[config.mk]
export PLATFORM = sky130hd
export DESIGN_NAME = decode_stage_hs
export DESIGN_NICKNAME = d
export VERILOG_FILES = /design/src/rtl/srv1_pkg.sv /design/src/rtl/decode_stage_hs_inst_decoder.sv /design/src/rtl/decode_stage_hs.sv
export SDC_FILE = /design/constraint.sdc
export NUM_CORES = 2
export LEC_CHECK = 0
export BUFFER_PORTS_ARGS = -buffer_cell sky130_fd_sc_hd__buf_2
export CAP_MARGIN = 0
export CORE_UTILIZATION = 25
export DETAILED_ROUTE_END_ITERATION = 12
export HOLD_SLACK_MARGIN = 0.08
export PLACE_DENSITY = 0.46
export SLEW_MARGIN = 20
export SYNTH_ARGS = -nofsm -noshare
export SYNTH_HDL_FRONTEND = slang
export SYNTH_SLANG_ARGS = --single-unit
[constraint.sdc]
create_clock -name clk -period 9 [get_ports clk]
set_input_delay 2.7 -clock clk [delete_from_list [all_inputs] [get_ports clk]]
set_output_delay 2.7 -clock clk [all_outputs]
set_load 0.02 [all_outputs]
[src/rtl/srv1_pkg.sv]
// Shared decode types: control word layout, immediate/writeback selectors,
// base opcodes and the per-opcode control words.
package srv1_pkg;

    typedef enum logic [2:0] {
        IMM_I = 3'd0,
        IMM_S = 3'd1,
        IMM_B = 3'd2,
        IMM_J = 3'd3,
        IMM_U = 3'd4
    } imm_sel_e;

    typedef enum logic [1:0] {
        REG_IN_ALU  = 2'd0,
        REG_IN_MEM  = 2'd1,
        REG_IN_PC4  = 2'd2,
        REG_IN_UIMM = 2'd3
    } reg_in_e;

    // alu_asel: 0=rs1 1=pc; alu_bsel: 0=rs2 1=imm; alu_modsel: funct bits select ALU op;
    // bus_lock: memory access; mem_mode: 1=store 0=load
    typedef struct packed {
        logic     alu_asel;
        logic     alu_bsel;
        logic     alu_modsel;
        imm_sel_e imm_sel;
        logic     jump;
        logic     branch;
        logic     bus_lock;
        logic     mem_mode;
        logic     reg_we;
        reg_in_e  reg_in;
    } ctr_word_t;

    localparam logic [6:0] OP_ARITH   = 7'b0110011;
    localparam logic [6:0] OP_ARITH_I = 7'b0010011;
    localparam logic [6:0] OP_LOAD    = 7'b0000011;
    localparam logic [6:0] OP_STORE   = 7'b0100011;
    localparam logic [6:0] OP_BRANCH  = 7'b1100011;
    localparam logic [6:0] OP_JAL     = 7'b1101111;
    localparam logic [6:0] OP_JALR    = 7'b1100111;
    localparam logic [6:0] OP_LUI     = 7'b0110111;
    localparam logic [6:0] OP_AUIPC   = 7'b0010111;

    //                                         asel  bsel  mod   imm     jmp   br    lock  mem   we    reg_in
    localparam ctr_word_t CTR_ARITH   = '{1'b0, 1'b0, 1'b1, IMM_I, 1'b0, 1'b0, 1'b0, 1'b0, 1'b1, REG_IN_ALU};
    localparam ctr_word_t CTR_ARITH_I = '{1'b0, 1'b1, 1'b1, IMM_I, 1'b0, 1'b0, 1'b0, 1'b0, 1'b1, REG_IN_ALU};
    localparam ctr_word_t CTR_LOAD    = '{1'b0, 1'b1, 1'b0, IMM_I, 1'b0, 1'b0, 1'b1, 1'b0, 1'b1, REG_IN_MEM};
    localparam ctr_word_t CTR_STORE   = '{1'b0, 1'b1, 1'b0, IMM_S, 1'b0, 1'b0, 1'b1, 1'b1, 1'b0, REG_IN_ALU};
    localparam ctr_word_t CTR_BRANCH  = '{1'b1, 1'b1, 1'b0, IMM_B, 1'b0, 1'b1, 1'b0, 1'b0, 1'b0, REG_IN_ALU};
    localparam ctr_word_t CTR_JAL     = '{1'b1, 1'b1, 1'b0, IMM_J, 1'b1, 1'b0, 1'b0, 1'b0, 1'b1, REG_IN_PC4};
    localparam ctr_word_t CTR_JALR    = '{1'b0, 1'b1, 1'b0, IMM_I, 1'b1, 1'b0, 1'b0, 1'b0, 1'b1, REG_IN_PC4};
    localparam ctr_word_t CTR_LUI     = '{1'b0, 1'b1, 1'b0, IMM_U, 1'b0, 1'b0, 1'b0, 1'b0, 1'b1, REG_IN_UIMM};
    localparam ctr_word_t CTR_AUIPC   = '{1'b1, 1'b1, 1'b0, IMM_U, 1'b0, 1'b0, 1'b0, 1'b0, 1'b1, REG_IN_ALU};

endpackage

[src/rtl/decode_stage_hs_inst_decoder.sv]
// Combinational opcode decoder: control word, source-register usage and illegal flag.
module inst_decoder
    import srv1_pkg::*;
(
    input  logic [31:0] inst,
    output ctr_word_t   ctr_word,
    output logic        uses_rs1,
    output logic        uses_rs2,
    output logic        illegal
);

    // Full 7-bit compare also rejects encodings whose low two bits are not 2'b11
    always_comb begin
        ctr_word = '0;
        uses_rs1 = 1'b0;
        uses_rs2 = 1'b0;
        illegal  = 1'b0;
        case (inst[6:0])
            OP_ARITH:   begin ctr_word = CTR_ARITH;   uses_rs1 = 1'b1; uses_rs2 = 1'b1; end
            OP_ARITH_I: begin ctr_word = CTR_ARITH_I; uses_rs1 = 1'b1; end
            OP_LOAD:    begin ctr_word = CTR_LOAD;    uses_rs1 = 1'b1; end
            OP_STORE:   begin ctr_word = CTR_STORE;   uses_rs1 = 1'b1; uses_rs2 = 1'b1; end
            OP_BRANCH:  begin ctr_word = CTR_BRANCH;  uses_rs1 = 1'b1; uses_rs2 = 1'b1; end
            OP_JAL:     begin ctr_word = CTR_JAL; end
            OP_JALR:    begin ctr_word = CTR_JALR;    uses_rs1 = 1'b1; end
            OP_LUI:     begin ctr_word = CTR_LUI; end
            OP_AUIPC:   begin ctr_word = CTR_AUIPC; end
            default:    illegal = 1'b1;
        endcase
    end

endmodule

[src/rtl/decode_stage_hs.sv]
// Decode stage with valid/ready handshakes on both sides: decodes the instruction,
// reads rs1/rs2 with writeback bypass, inserts load-use bubbles and registers the ID/EX state.
module decode_stage_hs
    import srv1_pkg::*;
#(
    parameter int XLEN      = 32,
    parameter int PC_W      = 30,
    parameter int NREGS     = 32,
    parameter int BYPASS_EN = 1,
    localparam int AW       = $clog2(NREGS)
) (
    input  logic            clk,
    input  logic            sync_rst,
    input  logic            clk_en,
    input  logic            in_valid,
    output logic            in_ready,
    input  logic [31:0]     inst_in,
    input  logic [PC_W-1:0] pc_in,
    input  logic            invalidate,
    input  logic            wb_we,
    input  logic [AW-1:0]   wb_rd,
    input  logic [XLEN-1:0] wb_data,
    output logic            out_valid,
    input  logic            out_ready,
    output logic [31:0]     inst_out,
    output logic [PC_W-1:0] pc_out,
    output ctr_word_t       ctr_word_out,
    output logic [XLEN-1:0] rs1_out,
    output logic [XLEN-1:0] rs2_out,
    output logic            illegal_out
);

    logic            out_valid_reg;
    logic [31:0]     inst_out_reg;
    logic [PC_W-1:0] pc_out_reg;
    ctr_word_t       ctr_reg;
    logic            illegal_reg;

    ctr_word_t       dec_ctr;
    logic            dec_uses_rs1;
    logic            dec_uses_rs2;
    logic            dec_illegal;

    logic [XLEN-1:0] regs [NREGS];

    logic            hold;
    logic            hazard;
    logic            accept;
    logic [AW-1:0]   rd_ex;

    inst_decoder u_dec (
        .inst     (inst_in),
        .ctr_word (dec_ctr),
        .uses_rs1 (dec_uses_rs1),
        .uses_rs2 (dec_uses_rs2),
        .illegal  (dec_illegal)
    );

    // A held instruction keeps re-reading its own sources so late writebacks still land
    assign hold  = out_valid_reg & ~out_ready;
    assign rd_ex = inst_out_reg[7 +: AW];

    // Load in EX whose destination feeds a source the incoming instruction actually uses
    assign hazard = out_valid_reg && (ctr_reg == CTR_LOAD) && (rd_ex != '0) &&
                    ((dec_uses_rs1 && (rd_ex == inst_in[15 +: AW])) ||
                     (dec_uses_rs2 && (rd_ex == inst_in[20 +: AW])));

    assign in_ready = clk_en & ~invalidate & ~hazard & (~out_valid_reg | out_ready);
    assign accept   = in_valid & in_ready;

    // Register file write port; x0 is never written and contents are not reset
    always_ff @(posedge clk) begin
        if (clk_en && wb_we && (wb_rd != '0)) begin
            regs[wb_rd] <= wb_data;
        end
    end

    // Two identical read ports: rs1 at inst[19:15], rs2 at inst[24:20]
    genvar gi;
    generate
        for (gi = 0; gi < 2; gi++) begin : g_rd
            logic [AW-1:0]   addr;
            logic [XLEN-1:0] data_next;
            logic [XLEN-1:0] data_reg;

            assign addr = hold ? inst_out_reg[15 + 5*gi +: AW] : inst_in[15 + 5*gi +: AW];

            // x0 reads zero; same-cycle writeback wins over the stored value
            always_comb begin
                if (addr == '0) begin
                    data_next = '0;
                end else if ((BYPASS_EN != 0) && wb_we && (wb_rd == addr)) begin
                    data_next = wb_data;
                end else begin
                    data_next = regs[addr];
                end
            end

            // Operand register follows the read address every enabled cycle
            always_ff @(posedge clk) begin
                if (sync_rst) begin
                    data_reg <= '0;
                end else if (clk_en) begin
                    data_reg <= data_next;
                end
            end
        end
    endgenerate

    // ID/EX register: flush, accept, drain/bubble, otherwise hold
    always_ff @(posedge clk) begin
        if (sync_rst) begin
            out_valid_reg <= 1'b0;
            inst_out_reg  <= '0;
            pc_out_reg    <= '0;
            ctr_reg       <= '0;
            illegal_reg   <= 1'b0;
        end else if (clk_en) begin
            if (invalidate) begin
                out_valid_reg <= 1'b0;
                ctr_reg       <= '0;
                illegal_reg   <= 1'b0;
            end else if (accept) begin
                out_valid_reg <= 1'b1;
                inst_out_reg  <= inst_in;
                pc_out_reg    <= pc_in;
                ctr_reg       <= dec_ctr;
                illegal_reg   <= dec_illegal;
            end else if (out_valid_reg && out_ready) begin
                out_valid_reg <= 1'b0;
                ctr_reg       <= '0;
            end
        end
    end

    assign out_valid    = out_valid_reg;
    assign inst_out     = inst_out_reg;
    assign pc_out       = pc_out_reg;
    assign ctr_word_out = ctr_reg;
    assign illegal_out  = illegal_reg;
    assign rs1_out      = g_rd[0].data_reg;
    assign rs2_out      = g_rd[1].data_reg;

endmodule

Word-level counts from Yosys, hierarchy flattened
Memory sizes are Yosys's and may differ from the RTL's.
Cells that the tools add are included.
{"block": "totals", "ff_bits": 141, "mem_bits_rw": 1024, "elab_cells": 84, "in_bits": 106, "output_inout_bits": 142, "n_memories": 1}
{"name": "regs", "depth": 32, "width": 32, "read_ports": 2, "rd_clocked_by_memory_dff": 0, "write_ports": 1, "line": "decode_stage_hs.sv:44", "text": "logic [XLEN-1:0] regs [NREGS];"}
{"block": "classes", "n_reduce_logical": 23, "n_eq_ne": 14, "bitwise": 10, "muxes": 20}
{"operator": "$mux W32", "count": 4}
{"operator": "$pmux W13 S9", "count": 1}
{"operator": "$mux W13", "count": 3}
{"operator": "$eq A7 B6 Y1 const B", "count": 3}
{"operator": "$eq A7 B7 Y1 const B", "count": 3}
{"operator": "$eq A5 B5 Y1", "count": 4}
{"operator": "$eq A7 B5 Y1 const B", "count": 2}
{"operator": "$eq A13 B12 Y1 const B", "count": 1}
{"operator": "$logic_and A1 B1 Y1", "count": 10}
{"operator": "$logic_not A5 Y1", "count": 2}
{"operator": "$mux W1", "count": 10}
{"operator": "$mux W5", "count": 2}
{"operator": "$reduce_bool A5 Y1", "count": 2}
{"operator": "$reduce_or A9 Y1", "count": 1}
{"operator": "$eq A7 B2 Y1 const B", "count": 1}
{"operator": "$reduce_or A6 Y1", "count": 1}
{"operator": "$and A1 B1 Y1", "count": 5}
{"operator": "$not A1 Y1", "count": 4}
{"operator": "$reduce_and A2 Y1", "count": 2}
{"operator": "$reduce_and A3 Y1", "count": 1}
{"operator": "$reduce_bool A3 Y1", "count": 1}
{"operator": "$reduce_or A3 Y1", "count": 1}
{"operator": "$reduce_bool A2 Y1", "count": 1}
{"operator": "$logic_or A1 B1 Y1", "count": 1}
{"operator": "$or A1 B1 Y1", "count": 1}

Depth between registers and ports, before layout
{"block": "depth", "ltp_word": 12, "depth_mapped": 13, "ltp_nobuf": 7}

By module
Synthesis repeated with hierarchy kept, for this count alone.
{"block": "hier_totals", "cells_unflattened": 4996, "area_unflattened_um2": 55167.9}
{"module": "decode_stage_hs", "instances": 1, "seq_area_each_um2": 33572.2, "cells_per_inst": 4945, "area_each_um2": 54845.1}
{"module": "inst_decoder", "instances": 1, "seq_area_each_um2": 0.0, "cells_per_inst": 51, "area_each_um2": 322.8}

Worst setup path before layout
Ideal clock, no wire load.
{"block": "synth_timing", "kind": "input -> output", "from": "input port inst_in[22]", "to": "output port in_ready", "path_slack_ps": 2374, "t_arrival_ps": 3926, "cell_stages": 6, "n_path_buf": 1, "required_ps": 6300, "path_cell_list": "clkbuf_1 > xor2_1 > nor3_1 > nand4_1 > a211o_1 > and3_1"}
{"block": "synth_via", "elab_chain_len": 7}
{"element": "from (decl)", "line": "decode_stage_hs.sv:17", "text": "input logic [31:0] inst_in,"}
{"element": "$eq A5 B5 Y1", "line": "decode_stage_hs.sv:66", "text": "(dec_uses_rs2 && (rd_ex == inst_in[20 +: AW])));"}
{"element": "$logic_and A1 B1 Y1", "line": "decode_stage_hs.sv:66"}
{"element": "$logic_or A1 B1 Y1", "line": "decode_stage_hs.sv:65", "text": "((dec_uses_rs1 && (rd_ex == inst_in[15 +: AW])) ||"}
{"element": "$logic_and A1 B1 Y1", "line": "decode_stage_hs.sv:64", "text": "assign hazard = out_valid_reg && (ctr_reg == CTR_LOAD) && (rd_ex != '0) &&"}
{"element": "$not A1 Y1", "line": "decode_stage_hs.sv:68", "text": "assign in_ready = clk_en & ~invalidate & ~hazard & (~out_valid_reg | out_ready);"}
{"element": "$and A1 B1 Y1 (2 in a row)", "line": "decode_stage_hs.sv:68"}
{"element": "to (decl)", "line": "decode_stage_hs.sv:16", "text": "output logic in_ready,"}
Every way passes these cells.

Final worst setup path
{"block": "layout_timing", "from": "input port inst_in[21]", "to": "output port in_ready"}
The elaborated chain is that of the path after synthesis.

==> impl_metrics.env <==
export IMPL_ioPinCount=248
export IMPL_synth_most_common_cell="edfxtp_1"
export IMPL_cp_common_cell="buf_2"
export IMPL_ys_seq_elements=1165
export IMPL_crit_type="input port to primary output"
export IMPL_finalClockSkew_ns=0.02727
export IMPL_drv_slew=0
export IMPL_cts_sinks=1165
export IMPL_drtIter0Drc=4950
export IMPL_hold_path_class="flip-flop to flip-flop"
export IMPL_wl_per_cell_um=29.25
export IMPL_reg2reg_to="rs1_out[12]$_SDFFE_PP0P_"
export IMPL_critical_path_depth=7
export IMPL_reg2reg_depth=10
export IMPL_largest_reg_flops=1024
export IMPL_routed_wl_um=220800
export IMPL_p_leak_uw=0.02214
export IMPL_die_area_mm2=0.2198
export IMPL_cp_max_fo=17
export IMPL_hold_worst_slack_ns=0.4672
export IMPL_core_area_mm2=0.2170
export IMPL_min_from="rs2_out[15]$_SDFFE_PP0P_"
export IMPL_async_flop_share=0
export IMPL_grt_overflow=0
export IMPL_worst_setup_path_start_kind="input port"
export IMPL_vias=40830
export IMPL_finalHoldViolCount=0
export IMPL_start_util=0.2512
export IMPL_cts_root_buf="clkbuf_16"
export IMPL_ctsResizeCount=0
export IMPL_worstSetupEndpointType="primary output"
export IMPL_power_density_mw_per_mm2=201.5
export IMPL_worstMarginPinSlew_ns=1.262
export IMPL_arrival_ns=4.33
export IMPL_clkTransAtPathRegs_ns=0.05
export IMPL_yosysTopAreaCell="edfxtp_1"
export IMPL_required_ns=6.30
export IMPL_fin_area_mm2=0.06370
export IMPL_synth_edff_count=1024
export IMPL_period_needed_ns=7.031
export IMPL_layout_nets=4684
export IMPL_cp_top_family="buffers and inverters"
export IMPL_cts_buffers=132
export IMPL_hpwl_um=126000
export IMPL_io_buffer_count=247
export IMPL_grt_pass1_wl_um=305700
export IMPL_grt_start_max_net_pins=128
export IMPL_period_share=0.7812
export IMPL_crit_start="inst_in[21]"
export IMPL_ys_flop_type="edfxtp_1"
export IMPL_max_freq_mhz=142.2
export IMPL_clk_path_buf_depth=3
export IMPL_die_y_um=468.9
export IMPL_cp_cell_sequence="buf_2 > xor2_1 > nor3_1 > nand4_1 > a211o_1 > and3_1 > buf_2"
export IMPL_die_x_um=468.9
export IMPL_place_gp_congestion=0.8332
export IMPL_synth_top_cells_by_count="edfxtp_1 (1024), nand2_1 (927), nand3_1 (322), mux2i_1 (246), o22ai_1 (178)"
export IMPL_rsz0062_at_grt="no"
export IMPL_track_usage=0.1962
export IMPL_syn_to_final_growth_pct=16.90
export IMPL_post_route_drc_count=0
export IMPL_r2r_setup_slack_ns=4.48
export IMPL_insertion_delay_ns=0.79
export IMPL_ant_nets=0
export IMPL_synthCells=4420
export IMPL_syn_cell_area_mm2=0.05449
export IMPL_synth_top_area_share=0.5643
export IMPL_instances_no_fill=7547
export IMPL_viasPerCell=5.411
export IMPL_finalSetupTns_ns=0
export IMPL_synth_seq_area_share=0.6161
export IMPL_n_fill_cell=22050
export IMPL_cts_hold_fix_buffers=0
export IMPL_cpPeakStageDelay_ns=0.41
export IMPL_maxCapViolCount=0
export IMPL_post_cts_setup_buffers=0
export IMPL_rows=171
export IMPL_relSlewSlack=0.1568
export IMPL_cts_max_level=4
export IMPL_max_vdd_ir_drop_mv=0.1262
export IMPL_top_register="regs"
export IMPL_cp_slowest_cell="buf_2"
export IMPL_reg2reg_from="out_valid$_SDFFE_PP0P_"
export IMPL_endpoint="in_ready"
export IMPL_dp_cells=7297
export IMPL_synth_cell_type_count=82
export IMPL_syn_area_per_cell_um2=12.33
export IMPL_total_power_uw=12840
export IMPL_dr_pass1_iters=6
export IMPL_placed_cell_area_mm2=0.05929
export IMPL_setup_viol=0
export IMPL_ys_warn_count=0
export IMPL_worst_path_buf_inv=2
export IMPL_cts_tree="done"
export IMPL_grt_pass1_vias=39850
export IMPL_ys_top_cells_by_area="edfxtp_1 (56%), nand2_1 (6.4%), mux4_2 (5.5%)"
export IMPL_status="finished, final reports clean"
export IMPL_min_path_cells=2
export IMPL_grt_antenna_before_repair=19
export IMPL_drive_gt1_frac=0.1678
## metal layers
metal / GRT usage / wire length (µm) / vias up
met5: 0 / 50 / -
met1: 0.2436 / 87780 / 20980
met4: 0.09965 / 11440 / 10
li1: - / - / 17350
met3: 0.03204 / 15630 / 530
met2: 0.3282 / 105900 / 1968
## placed cells by master (no fill, tap or decap), drive strengths merged, types with 117 or more instances in the layout
| master | count |
|---|---|
| mux4 | 133 |
| clkbuf | 182 |
| o22ai | 178 |
| a32oi | 118 |
| dfxtp | 141 |
| edfxtp | 1024 |
| nand2 | 928 |
| buf | 362 |
| nand3 | 322 |
| nor2 | 117 |
| mux2i | 252 |
## worst min path at each step
stage / endpoint
floorplan: rs2_out[15]$_SDFFE_PP0P_
global placement: rs2_out[4]$_SDFFE_PP0P_
detailed placement: rs2_out[15]$_SDFFE_PP0P_
CTS: rs2_out[15]$_SDFFE_PP0P_
global route: rs2_out[15]$_SDFFE_PP0P_
finish: rs2_out[15]$_SDFFE_PP0P_
## power by group
group / total (µW) / switching (µW) / internal [µW] / leakage [µW]
Sequential: 6020 / 64.0 / 5950 / 0.0104
Combinational: 1340 / 928 / 410 / 0.00959
Clock: 5480 / 2280 / 3200 / 0.00215
Total: 12800 / 3270 / 9570 / 0.0221
## worst register-to-register path, delay by kind of cell (launching register included)
| kind | cells | cell delay [ns] |
|---|---|---|
| compound gates | 4 | 1.11 |
| buf+inv | 3 | 1.09 |
| flops | 1 | 0.63 |
| mux | 1 | 0.24 |
| simple gates | 2 | 1.34 |
## layout make-up
cell class | count | area (µm²) | share of cell area
sequential | 1165 | 33570 | 0.5270
multi-input combinational | 2899 | 19700 | 0.3092
clock buffer | 182 | 3811 | 0.05983
tap | 2854 | 3571 | 0.05606
timing repair buffer | 362 | 2385 | 0.03744
clock inverter | 58 | 574.3 | 0.009015
inverter | 18 | 67.56 | 0.001061
antenna | 9 | 22.52 | 0.0003535
## through the flow
stage	utilization	setup slack (ns)
final	0.2936	1.969
after global routing	0.2936	1.883
after CTS	0.2935	1.985
after detailed placement	0.2733	1.985
after global placement	0.2729	1.855
after floorplan	-	2.374
## logic make-up after synthesis
group,Yosys count,share of synthesized area
multiplexers,395,0.1041
flip-flops,1165,0.6161
other,1,0.00006882
AND/OR/NAND/NOR,1555,0.1244
AO/OA/AOI/OAI,900,0.1199
XOR/XNOR,17,0.002732
buffers and inverters,387,0.03281
(Power assumes the default switching activity.)
